<file path="src/rtl/helios_pkg.sv">
// Shared constants, FSM state encoding and grid-size helpers for the Helios host link.
package helios_pkg;

   localparam logic [7:0] START_DECODING_MSG      = 8'h01;
   localparam logic [7:0] MEASUREMENT_DATA_HEADER = 8'h02;

   typedef enum logic [2:0] {
      ST_IDLE        = 3'd0,
      ST_WAIT_HDR    = 3'd1,
      ST_LOAD        = 3'd2,
      ST_PRESENT     = 3'd3,
      ST_WAIT_RESULT = 3'd4,
      ST_SEND        = 3'd5
   } state_e;

   // Bytes needed to carry one round of the X*Z syndrome grid.
   function automatic int calc_bpr(input int wx, input int wz);
      return (wx * wz + 7) / 8;
   endfunction

   // Byte-aligned bit pitch of one round inside the measurement image.
   function automatic int calc_apr(input int wx, input int wz);
      return 8 * calc_bpr(wx, wz);
   endfunction

endpackage

</file>
<file path="src/rtl/helios_host_interface_result_serializer.sv">
// Emits a 24-bit result as three bytes, MSB first, over a valid/ready port.
module result_serializer (
   input  logic        clk,
   input  logic        reset,
   input  logic        load,
   input  logic [23:0] load_data,
   output logic [7:0]  out_data,
   output logic        out_valid,
   input  logic        out_ready,
   output logic        done
);

   logic [23:0] data_q, data_d;
   logic [1:0]  cnt_q, cnt_d;
   logic        vld_q, vld_d;

   assign out_data  = data_q[23:16];
   assign out_valid = vld_q;
   // Pulses together with acceptance of the third byte.
   assign done      = vld_q & out_ready & (cnt_q == 2'd2);

   // Load a fresh word or shift one byte out per accepted transfer.
   always_comb begin
      data_d = data_q;
      cnt_d  = cnt_q;
      vld_d  = vld_q;
      if (load) begin
         data_d = load_data;
         cnt_d  = 2'd0;
         vld_d  = 1'b1;
      end else if (vld_q && out_ready) begin
         data_d = {data_q[15:0], 8'h00};
         cnt_d  = cnt_q + 2'd1;
         if (cnt_q == 2'd2) vld_d = 1'b0;
      end
   end

   // Serializer state registers.
   always_ff @(posedge clk or negedge reset) begin
      if (!reset) begin
         data_q <= '0;
         cnt_q  <= '0;
         vld_q  <= 1'b0;
      end else begin
         data_q <= data_d;
         cnt_q  <= cnt_d;
         vld_q  <= vld_d;
      end
   end

endmodule

</file>
<file path="src/rtl/helios_host_interface.sv">
// Host-side framing: parses the byte stream into a syndrome image, hands it to
// the decoder core, and returns the core's iteration/cycle counts as three bytes.
module helios_host_interface
   import helios_pkg::*;
#(
   parameter int GRID_WIDTH_X = 8,
   parameter int GRID_WIDTH_Z = 4,
   parameter int GRID_WIDTH_U = 7
) (
   input  logic        clk,
   input  logic        reset,
   input  logic [7:0]  input_data,
   input  logic        input_valid,
   output logic        input_ready,
   output logic [7:0]  output_data,
   output logic        output_valid,
   input  logic        output_ready,
   output logic [calc_apr(GRID_WIDTH_X, GRID_WIDTH_Z)*GRID_WIDTH_U-1:0] measurements,
   output logic        meas_valid,
   input  logic        meas_ready,
   input  logic [7:0]  result_iterations,
   input  logic [15:0] result_cycles,
   input  logic        result_valid,
   output logic        protocol_error
);

   localparam int BPR   = calc_bpr(GRID_WIDTH_X, GRID_WIDTH_Z);
   localparam int APR   = calc_apr(GRID_WIDTH_X, GRID_WIDTH_Z);
   localparam int NB    = BPR * GRID_WIDTH_U;
   localparam int MW    = APR * GRID_WIDTH_U;
   localparam int CNT_W = $clog2(NB + 1);

   state_e           state_q, state_d;
   logic [CNT_W-1:0] cnt_q, cnt_d;
   logic [MW-1:0]    meas_q, meas_d;
   logic [23:0]      res_q, res_d;
   logic             perr_q, perr_d;
   logic             rdy_q, rdy_d;
   logic             mvld_q, mvld_d;
   logic             ser_load, ser_done, acc;

   assign acc            = input_valid & rdy_q;
   assign input_ready    = rdy_q;
   assign meas_valid     = mvld_q;
   assign measurements   = meas_q;
   assign protocol_error = perr_q;

   // Frame parser / handshake sequencer. Handshake flags are decoded from the
   // next state and registered, so ready never depends on input_valid.
   always_comb begin
      state_d  = state_q;
      cnt_d    = cnt_q;
      meas_d   = meas_q;
      res_d    = res_q;
      perr_d   = perr_q;
      ser_load = 1'b0;
      case (state_q)
         ST_IDLE: if (acc) begin
            if (input_data == START_DECODING_MSG) state_d = ST_WAIT_HDR;
            else                                  perr_d  = 1'b1;
         end
         ST_WAIT_HDR: if (acc) begin
            if (input_data == MEASUREMENT_DATA_HEADER) begin
               state_d = ST_LOAD;
               cnt_d   = '0;
               meas_d  = '0;
            end else if (input_data != START_DECODING_MSG) begin
               perr_d = 1'b1;
            end
         end
         ST_LOAD: if (acc) begin
            meas_d[{cnt_q, 3'b000} +: 8] = input_data;
            cnt_d = cnt_q + 1'b1;
            if (cnt_q == CNT_W'(NB - 1)) state_d = ST_PRESENT;
         end
         ST_PRESENT: if (meas_ready) state_d = ST_WAIT_RESULT;
         ST_WAIT_RESULT: if (result_valid) begin
            res_d    = {result_iterations, result_cycles};
            ser_load = 1'b1;
            state_d  = ST_SEND;
         end
         ST_SEND: if (ser_done) state_d = ST_WAIT_HDR;
         default: state_d = ST_IDLE;
      endcase
      rdy_d  = (state_d == ST_IDLE) || (state_d == ST_WAIT_HDR) || (state_d == ST_LOAD);
      mvld_d = (state_d == ST_PRESENT);
   end

   // State and datapath registers; reset drops any partial frame or result.
   always_ff @(posedge clk or negedge reset) begin
      if (!reset) begin
         state_q <= ST_IDLE;
         cnt_q   <= '0;
         meas_q  <= '0;
         res_q   <= '0;
         perr_q  <= 1'b0;
         rdy_q   <= 1'b0;
         mvld_q  <= 1'b0;
      end else begin
         state_q <= state_d;
         cnt_q   <= cnt_d;
         meas_q  <= meas_d;
         res_q   <= res_d;
         perr_q  <= perr_d;
         rdy_q   <= rdy_d;
         mvld_q  <= mvld_d;
      end
   end

   result_serializer u_ser (
      .clk       (clk),
      .reset     (reset),
      .load      (ser_load),
      .load_data (res_d),
      .out_data  (output_data),
      .out_valid (output_valid),
      .out_ready (output_ready),
      .done      (ser_done)
   );

endmodule

</file>
<file path="config.mk">
export PLATFORM = sky130hd
export DESIGN_NAME = helios_host_interface
export DESIGN_NICKNAME = d
export VERILOG_FILES = /design/src/rtl/helios_pkg.sv /design/src/rtl/helios_host_interface_result_serializer.sv /design/src/rtl/helios_host_interface.sv
export SDC_FILE = /design/constraint.sdc
export NUM_CORES = 1
export LEC_CHECK = 0
export ABC_CLOCK_PERIOD_IN_PS = 3100
export CORE_AREA = 2 2 158 160
export CTS_CLUSTER_DIAMETER = 80
export DETAILED_ROUTE_END_ITERATION = 12
export DIE_AREA = 0 0 160 162
export HOLD_SLACK_MARGIN = 0.15
export PLACE_DENSITY = 0.79
export SETUP_SLACK_MARGIN = 0.1
export SLEW_MARGIN = 20
export SYNTH_ARGS = -nofsm -noshare
export SYNTH_HDL_FRONTEND = slang
export SYNTH_HIERARCHICAL = 1
export SYNTH_SLANG_ARGS = --single-unit
</file>
<file path="constraint.sdc">
create_clock -name clk -period 3.1 [get_ports clk]
set_clock_uncertainty 0.2 [all_clocks]
set_input_delay 0.62 -clock clk [delete_from_list [all_inputs] [get_ports clk]]
set_output_delay 0.62 -clock clk [all_outputs]
set_load 0.02 [all_outputs]
</file>
* Word-level counts from Yosys, hierarchy flattened
Cells that the tools add are included.
** Word-level totals
- Word-level logic and storage cells :: 86
- Flip-flop bits (word level) :: 286
** Cells by class
- Equality and inequality tests :: 20
- Add/sub/neg operators :: 3
- Mux-type cells :: 36
- Reduce and logical (&&, ||, !) cells :: 12
- Shift-type cells :: 2
- Bitwise logic cells :: 3
** Operators by type and width (number)
- $mux 224 :: 3
- $pmux 224 s2 :: 1
- $bwmux 224 :: 1
- $shift 8x10->224 const A :: 1
- $shiftx 8x10->224 :: 1
- $mux 24 :: 4
- $mux 3 :: 9
- $pmux 3 s6 :: 1
- $mux 5 :: 3
- $ne 2x2->1 const B :: 7
- $eq 3x2->1 const B :: 4
- $mux 1 :: 10
- $neg 8->10 :: 1
- $pmux 5 s2 :: 1
- $eq 8x1->1 const B :: 1
- $eq 8x2->1 const B :: 1
- $ne 8x1->1 const B :: 1
- $reduce_bool 2->1 :: 4
- $eq 3x1->1 const B :: 2
- $eq 3x3->1 const B :: 2
- $logic_not 3->1 :: 2
- $reduce_and 6->1 :: 1
- $add 5x1->5 const B :: 1
- $eq 5x5->1 const B :: 1
- other kinds (9) :: 13

* Longest topological paths before layout
- Depth in word-level cells :: 7
- Mapped depth :: 10

* Modules after synthesis
The synthesis kept the hierarchy.
** Modules (own cells, without submodules)
- helios_host_interface :: instances 1, area an instance 10710.3 um2, cells an instance 832
- result_serializer :: instances 1, area an instance 1456.4 um2, cells an instance 148

* Least setup slack after synthesis
OpenSTA, ideal clock, no wires.
- Kind :: register to register
- From :: register cnt_q[0] (netlist name)
- To :: register meas_q[64] (netlist: measurements[64])
- Data arrival time :: 2444 ps
- Setup time :: 130 ps
- Data required time :: 2770 ps
- Path slack :: 326 ps
- Buffers on the path :: 2
- Cell stages (with the launch flop) :: 9
- Clock period less this slack :: 2774 ps
- Path through :: dfrtp_1 -> clkbuf_1 -> inv_1 -> ha_1 -> buf_2 -> nand2b_1 -> o32ai_2 -> nand3_2 -> mux2i_1
** RTL lines
- end signal: assignment :: line helios_host_interface.sv:102 : meas_q <= meas_d;
- end: declaration :: line helios_host_interface.sv:35 : logic [MW-1:0] meas_q, meas_d;

==> qor.txt <==
Final net count = 1308
Placed cell count = 1557
Crit path DAT = 3.02 ns
CP Capture Type = register
Final antenna diode count = 0
Die Area = 25900 µm²
Synth Area per Inst = 12.4 µm²
Simple-gate portion of the synthesized area = 11.8%
DRT Pass-1 Iters = 5
GRT overflow = 0
Worst rel slew slack = 48.2%
Yosys Warn Count = 6
P_int = 9.74 mW
Sequential cell area fraction in the yosys report = 58.8%
Mux cell area share after synthesis = 4.12%
Power Density = 936 nW/µm²
Post-Synthesis Cells = 980
Worst-path clk slew = 0.07 ns
Crit-path max FO = 9
Period utilization = 89.1%
Synthesized area = 12200 µm²
CP Cell Sequence = inv_1 > ha_1 > buf_4 > nand2b_1 > o32ai_2 > nand3_1 > o2bb2ai_1
Most common cell after layout, fill and taps aside = dfrtp_1
Via-to-Cell Ratio = 5.89
Sw Share = 36.6%
Post-DP HPWL = 24700 µm
Setup bufs post-CTS = 0
Initial DRC Count = 711
Critical-path top delay cell = o32ai_2
Core Footprint = 24100 µm²
Root Driver = clkbuf_16
Most frequent cells in the layout = dfrtp_1, clkdlybuf4s50_1, a22o_1
Mapped Nets = 1023
Total wire length = 35200 µm
Ys async rst share = 100%
Post-Layout Cell Count = 1611
CTS tree = done
First-pass GRT wire length = 55700 µm
Least-Margin Pin Slew = 0.777 ns
Antenna viol nets, final = 0
DP Worst Slack = 0.147 ns
Setup CP Type = register to register
Total clock sinks = 286
Final WS setup = 0.338 ns
Largest family of logic cells by synthesized area = compound AO/OA/AOI/OAI gates
Critical Path RT = 3.36 ns
Post-Synth Adder-Cell Area = 0.514%
Synthesis-to-layout area growth = 34.9%
Worst hold-check path type = register to register
Ys flop type = dfrtp_1
Critical Path Source Type = register
Post-DR wirelength/cell = 21.9 µm
Status = completed
Hold_buf cts = 1
Share of cells above drive strength 1 = 14.5%
FF+latch count, synth = 286
Worst skew pair latency = 0.54 ns
Switching power total = 5.63 mW
Reg power frac = 36.2%
Tot GR Track Use = 27.2%
Clock Tree Buf Depth = 3
Min Tclk post-route = 2.76 ns
Row cnt = 57
Ports = 274
Starting Density = 50.5%
Setup TNS = 0 ns
Crit-path max cell delay = 0.67 ns
Die Ht = 162 µm
Max cap viols = 0
RSZ-0062 raised after global routing = false
Inserted Clock Buffers = 29
Synth Area in XOR/XNOR = 0.648%
Vias in the first global route = 9424
I/O Buffers = 273
Setup violations, final = 0
Slew Viols, Final = 0
DR vias = 9488
Residual DRC count = 0
Max IR drop VDD = 0.549 mV
F_max = 362 MHz
H-tree levels = 1
Initial antenna violation count = 0
Yosys cell types = 73
Worst hold slack = 0.292 ns
CTS resizes = 0
Post-synth EDFFs = 0
Die X = 160 µm
Leakage = 7.21 nW
Routability-driven placement congestion ratio = 0.935
Comb pwr share = 40.3%
Compound-Gate Fraction of Synth Area = 20.0%
Final Hold Fails = 0
Pin count of the biggest net entering global routing = 80
Clk pwr share = 23.5%
## stage by stage
| step | power [mW] | area (µm²) | util [%] |
|---|---|---|---|
| finish | 15.4 | 16400 | 68.1 |
| global route | 16.1 | 16400 | 68.1 |
| CTS | 15.4 | 16400 | 68.1 |
| detailed placement | 11.8 | 15400 | 63.9 |
| global placement | 11.6 | 15400 | 63.9 |
| floorplan | 8.98 | 12200 | - |
## synthesized netlist by cell type (all sizes together) (3+ instances only)
library cell	instances	area share (%)
dfrtp	286	59
nand2	80	2.5
a22o	78	5.6
o2bb2ai	65	4.7
buf	60	3.1
o21ai	56	2.3
nand3	50	2.1
nor2	41	1.5
a32o	25	2.1
mux2	25	2.3
mux2i	22	1.8
nand2b	22	1.1
clkbuf	17	0.52
nand4b	17	1.2
and2	14	0.74
inv	14	0.43
a31oi	12	1.4
a21oi	11	0.79
o211ai	9	0.60
o311ai	8	0.82
nor3	7	0.56
and3	6	0.32
ha	5	0.51
nand3b	5	0.31
o2111ai	4	0.39
nor2b	3	0.15
xnor2	3	0.37
xor2	3	0.28
## cell type report
cell class | instances | area [µm²]
repair buffers | 331 | 3280
inverters | 14 | 52.6
multi-input cells | 603 | 4530
clock buffers | 39 | 833
clock inverters | 14 | 163
flip-flops and latches | 286 | 7160
well taps | 324 | 405
fillers | 1805 | 7690
## kinds of logic (layout without fill, tap and decap cells)
group / after synthesis / count (layout)
flops: 286 / 286
compound gates: 284 / 284
simple gates: 261 / 261
buf+inv: 91 / 398
mux: 47 / 47
xor+xnor: 6 / 6
fa+ha+maj: 5 / 5
## routing by layer
layer | GRT usage, % | vias to the layer above | part of all wire (%)
li1 | - | 4204 | -
met1 | 39.0 | 4761 | 42
met2 | 42.5 | 464 | 47
met3 | 5.44 | 59 | 8.2
met4 | 7.66 | 0 | 2.8
met5 | 0 | - | 0
## worst paths after layout
path                                                   start                            end  slack, ns  cells after the start
max in group asynchronous                              reset   measurements[89]$_DFFE_PN0P_       1.33                      3
worst min-delay path            measurements[41]$_DFFE_PN0P_   measurements[41]$_DFFE_PN0P_       0.29                      1
worst max-delay path                    cnt_q[1]$_DFFE_PN0P_   measurements[51]$_DFFE_PN0P_       0.34                      7
worst max register to register          cnt_q[1]$_DFFE_PN0P_   measurements[51]$_DFFE_PN0P_       0.34                      7
worst min register to register  measurements[41]$_DFFE_PN0P_   measurements[41]$_DFFE_PN0P_       0.29                      1
min in group asynchronous                              reset  measurements[201]$_DFFE_PN0P_       0.49                      2
## power groups by stage
stage	combinational (mW)	clock [mW]	sequential [mW]
global route	6.56	3.82	5.67
finish	6.19	3.61	5.56
floorplan	2.60	0	6.38
detailed placement	6.18	0	5.58
CTS	6.20	3.65	5.55
global placement	6.05	0	5.58
## worst max-delay path: cells and delay by family, from the launching register on
kind	cells	cell delay, ns
AOI/OAI and AO/OA	2	0.95
buffers and inverters	2	0.27
DFF	1	0.35
and+or+nand+nor	2	0.68
adders and majority gates	1	0.22
## registers in the layout, summed over array words and instances, names as in the netlist
| name | cells |
|---|---|
| state_q | 3 |
| u_ser/data_q | 24 |
| cnt_q | 5 |
| measurements | 224 |
| res_q | 24 |
| u_ser/cnt_q | 2 |
| meas_valid | 1 |
| u_ser/out_valid | 1 |
| input_ready | 1 |
| protocol_error | 1 |
(Power assumes the default switching activity.)
